### src/rtl/walk_register.sv
// Pedestrian walk-request latch: detects button requests, holds the request flag until the
// controller clears it, and counts requests accepted since the last clear.
module walk_register #(
    parameter int EDGE_MODE = 1,
    parameter int CNT_W     = 4
) (
    input  logic             clk,
    input  logic             rst_n,
    input  logic             WR_Sync,
    input  logic             WR_Reset,
    output logic             WR,
    output logic             WR_Rise,
    output logic [CNT_W-1:0] WR_Count
);

    localparam logic [CNT_W-1:0] CNT_MAX = {CNT_W{1'b1}};
    localparam logic [CNT_W-1:0] CNT_ONE = CNT_W'(1);

    logic             sync_prev_q, sync_prev_d;
    logic             wr_q, wr_d;
    logic             rise_q, rise_d;
    logic [CNT_W-1:0] count_q, count_d;
    logic             req;

    always_comb begin
        req         = (EDGE_MODE != 0) ? (WR_Sync & ~sync_prev_q) : WR_Sync;
        sync_prev_d = WR_Sync;
        wr_d        = wr_q;
        count_d     = count_q;

        // Set wins over clear so a request arriving with the clear is never lost.
        if (req) begin
            wr_d = 1'b1;
            if (WR_Reset) begin
                count_d = CNT_ONE;
            end else if (count_q != CNT_MAX) begin
                count_d = count_q + CNT_ONE;
            end
        end else if (WR_Reset) begin
            wr_d    = 1'b0;
            count_d = '0;
        end

        rise_d = wr_d & ~wr_q;
    end

    always_ff @(posedge clk) begin
        if (!rst_n) begin
            sync_prev_q <= 1'b0;
            wr_q        <= 1'b0;
            rise_q      <= 1'b0;
            count_q     <= '0;
        end else begin
            sync_prev_q <= sync_prev_d;
            wr_q        <= wr_d;
            rise_q      <= rise_d;
            count_q     <= count_d;
        end
    end

    assign WR       = wr_q;
    assign WR_Rise  = rise_q;
    assign WR_Count = count_q;

endmodule

### config.mk
export PLATFORM = sky130hd
export DESIGN_NAME = walk_register
export DESIGN_NICKNAME = d
export VERILOG_FILES = /design/src/rtl/walk_register.sv
export SDC_FILE = /design/constraint.sdc
export NUM_CORES = 1
export LEC_CHECK = 0
export BUFFER_PORTS_ARGS = -buffer_cell sky130_fd_sc_hd__buf_2
export CAP_MARGIN = 20
export CORE_AREA = 10 10 47 49
export CTS_BUF_LIST = sky130_fd_sc_hd__clkbuf_4
export CTS_CLUSTER_DIAMETER = 50
export DETAILED_ROUTE_END_ITERATION = 16
export DIE_AREA = 0 0 57 59
export MAX_ROUTING_LAYER = met4
export PLACE_DENSITY = 0.56
export SETUP_SLACK_MARGIN = 0.1
export SLEW_MARGIN = 20
export SYNTH_ARGS = -nofsm -noshare
export SYNTH_HDL_FRONTEND = slang
export SYNTH_SLANG_ARGS = --single-unit
### constraint.sdc
create_clock -name clk -period 1 [get_ports clk]
set_input_delay 0 -clock clk [delete_from_list [all_inputs] [get_ports clk]]
set_output_delay 0 -clock clk [all_outputs]
set_load 0.01 [all_outputs]
; ---- Yosys cells after proc, flatten, opt, wreduce, memory -nomap -nowiden
; Index checks and enable logic that the tools add are counted.
[op_classes]
n_addsub = 1
mul = 0
div_mod_pow = 0
magnitude_cmp = 0
eq_ne = 1
n_shift = 0
n_mux = 6
n_bitwise = 4
n_reduce_logical = 3
[op_table]
columns = cell, count
row1 = 4-bit 2-to-1 mux, 4
row2 = 4-bit by 1-bit adder with 4-bit output (second input constant), 1
row3 = 4-bit != test (second input constant), 1
row4 = 2-bit nonzero test, 2
row5 = 1-bit AND, 2
row6 = 1-bit 2-to-1 mux, 2
row7 = 1-bit inverter, 2
row8 = 2-bit AND reduction, 1
[word_totals]
register_bits = 7
latch_bits = 0
ram_bits = 0
rom_bits = 0
inputBits = 4
output_inout_bits = 6
elab_cells = 19
mem_count = 0

; ---- Longest topological paths before layout
[depth]
ltp_word = 4
depth_mapped = 4
depth_no_buf = 4

; ---- Least setup slack after synthesis
; Ideal clock, no wire load.
[synth_timing]
path_kind = register -> register
from = reg count_q[0] (netlist: WR_Count[0])
to = reg count_q[0] (netlist: WR_Count[0])
setup_ns = 0.120
arrival_time_ns = 1.024
setup_slack_ns = -0.143
path_stages_with_launch = 5
path_buffers = 0
period_less_slack_ns = 1.143
cell_sequence = dfxtp_1 > ha_1 > and3_1 > o2111ai_1 > nand2_1
[synth_between]
elab_chain_len = 4
word_cells_on_any_way = 7
cone_classes = add/sub: 1 / eq/ne: 1 / mux: 3 / reduce/logical: 2
[synth_rtl]
columns = item, line_no
row1 = from (decl), 22  ; logic [CNT_W-1:0] count_q, count_d;
row2 = from (signal assigned), 57  ; count_q <= count_d;
row3 = 4-bit by 1-bit adder with 4-bit output, 37  ; count_d = count_q + CNT_ONE;
row4 = 4-bit 2-to-1 mux, 36  ; end else if (count_q != CNT_MAX) begin
row5 = 4-bit 2-to-1 mux, 34  ; if (WR_Reset) begin
row6 = 4-bit 2-to-1 mux, 32  ; if (req) begin
; Parallel ways exist; a longest one is shown, timed or not. The select of a mux whose other input is x is not followed.
; A chain may end at the register's enable or synchronous reset.

; ---- Worst setup path after layout
[layout_timing]
from = reg count_q[0] (netlist: WR_Count[0])
to = reg count_q[1] (netlist: WR_Count[1])
; The elaborated chain is that of the path after synthesis.

==> results.json <==
{
  "fin_total_pwr_uw": 659,
  "nFillCells": 148,
  "finalMaxSlewViolations": 0,
  "cts_buffers": 3,
  "synth.area.top_cells": "dfxtp_1, a21oi_1, nor2b_4, a211oi_2, ha_1",
  "synth_edf_count": 0,
  "nets": 56,
  "start_kind": "register",
  "antenna_found_initial": 0,
  "critical_path.max_fanout": 5,
  "arrival_ns": 1.22,
  "cp-end-kind": "register",
  "criticalPathCategory": "register to register",
  "relSlewSlack_pct": 85.9,
  "layout_worst_path_cycle_share_pct": 103,
  "root_buffer": "clkbuf_4",
  "avgSynthCellArea_sq_um": 9.93,
  "async_reset_ff_share_pct": 0,
  "fin_cells": 66,
  "viasPerCell": 4.74,
  "synth-seq-area-share_pct": 45.5,
  "die-area_sq_mm": 0.00336,
  "ys.flop_type": "dfxtp_1",
  "diodes": 0,
  "clock_sinks": 7,
  "ys_warn_count": 0,
  "yosys-top-cells-count": "dfxtp_1, a21oi_1, nand2_1, nor3_1",
  "routed_wl_um": 717,
  "cts.path.max_buffers": 2,
  "syn_nets": 36,
  "dr.pass1.iters": 4,
  "cp-startpoint": "WR_Count[0]",
  "endpoint": "WR_Count[1]",
  "violations": "negative setup slack",
  "drv_cap": 0,
  "die_h_um": 59,
  "grt_pass1_wl_mm": 1.27,
  "r2r_start": "WR_Count[0]",
  "drc": 0,
  "wl_per_cell_um": 10.9,
  "fmax_mhz": 967,
  "hold_violations": 0,
  "yosysMostFrequentCell": "dfxtp_1",
  "worst_slack_ns": -0.0345,
  "cts.clk_slew.worst_paths_ns": 0.05,
  "cts_max_level": 1,
  "clock_latency_ns": 0.25,
  "yosysTopAreaCellShare_pct": 45.5,
  "synth_cell_types": 21,
  "p_per_area_mw_per_mm2": 1320,
  "cp.required_ns": 1.18,
  "ir_drop_mv": 0.568,
  "start_util_pct": 22.0,
  "ant_nets": 0,
  "first_global_vias": 312,
  "r2r-end": "WR_Count[1]",
  "synth.largest_area_cell": "dfxtp_1",
  "syn-instance-count": 31,
  "coreArea_sq_mm": 0.00140,
  "hold_path.class": "primary input to register",
  "status": "finished with violations",
  "finalSetupViolations": 2,
  "skew_ns": 0.00210,
  "dp_hpwl_um": 576,
  "port_buffers": 9,
  "track_usage_pct": 4.93,
  "cts_tree": "built",
  "dp_cells": 61,
  "grt_start_max_net_pins": 8,
  "drtIter0Drc": 7,
  "p_leak_nw": 0.215,
  "drive_gt1_share_pct": 64.0,
  "io_pins": 10,
  "hold_buffers": 0,
  "overflow": 0,
  "dieWidth_um": 57,
  "worst_pin_slew_ns": 0.211,
  "area_growth_pct": 62.2,
  "synth_area_sq_um": 308,
  "r2r_slack_ns": -0.03,
  "reg2regPathDepth": 4,
  "fin_crit_ns": 1.03,
  "fin_tns_setup_ns": -0.0577,
  "rsz0062_at_grt": "true",
  "ys_ff_latch": 7,
  "final_util_pct": 35.6,
  "fp-row-count": 14,
  "gp_congestion": 0.700,
  "num_vias": 313
}
-- logic make-up after synthesis --
family | after synthesis | share of synthesized area, %
flip-flops | 7 | 45.5
AO/OA/AOI/OAI | 9 | 20.7
adder cells (fa/ha/maj) | 1 | 4.06
AND/OR/NAND/NOR | 13 | 28.5
buffers and inverters | 1 | 1.22
-- worst max-delay path, cell delays in order (launching register included) --
cell and delay [ns]:
dfxtp_4 0.34, ha_4 0.17, and3_4 0.18, nand3b_1 0.16, a21oi_2 0.11
-- timing repair --
item | 4_1_cts | 5_1_grt
pin swaps | 2 | 2
buffers inserted | 0 | 1
endpoints found under the setup margin | 5 | 8
resized for setup | 1 | 5
-- placed cells by master, fill, tap and decap left out, types with 2 or more instances in the layout --
master / n
dfxtp_2: 2
clkbuf_4: 4
nand2_1: 2
a21oi_1: 2
buf_4: 6
dfxtp_1: 4
buf_2: 9
-- final cells by class --
type	instances	area (sq um)	area share [%]
clock buffers	4	30.0	6.02
inverters	1	3.75	0.752
multi-input cells	23	209	41.9
flip-flops and latches	7	146	29.3
well taps	16	20.0	4.01
repair buffers	15	90.1	18.0
-- registers in the layout (all words and copies together) (netlist names) --
| name | count |
|---|---|
| WR_Count | 4 |
| sync_prev_q | 1 |
| WR | 1 |
| WR_Rise | 1 |
-- worst min path at each step --
| stage | startpoint | end | slack, ns | cells past startpoint |
|---|---|---|---|---|
| 2_1_floorplan | rst_n | WR_Count[0] | 0.12 | 2 |
| 3_3_place_gp | WR_Sync | sync_prev_q | 0.25 | 2 |
| 5_1_grt | rst_n | WR_Count[0] | 0.02 | 3 |
| 4_1_cts | rst_n | WR_Count[0] | 0.02 | 3 |
| 3_5_place_dp | WR_Sync | sync_prev_q | 0.25 | 2 |
| 6_report | rst_n | WR_Count[0] | 0.02 | 3 |
-- report_power, final --
part	leakage [nW]	internal, mW	switching [mW]	total [mW]
Sequential	0.0587	0.290	0.00806	0.298
Clock	0.0184	0.179	0.101	0.280
Combinational	0.138	0.0411	0.0400	0.0811
-- per-layer routing --
| metal | global-route usage, % | up-vias | wire (um) |
|---|---|---|---|
| li1 | - | 157 | - |
| met1 | 5.47 | 149 | 351 |
| met2 | 6.51 | 7 | 326 |
| met3 | 2.36 | 0 | 38 |
| met4 | 4.03 | 0 | 0 |
| met5 | - | - | 0 |
-- per-stage QoR --
step / worst slack [ns] / hold WS, ns / cell area, sq um
floorplan: -0.0327 / 0.116 / 337
global placement: -0.0319 / 0.251 / 439
detailed placement: -0.0369 / 0.254 / 439
CTS: -0.0325 / 0.0181 / 477
global route: -0.0609 / 0.0151 / 499
finish: -0.0345 / 0.0207 / 499
(Power assumes the default switching activity.)
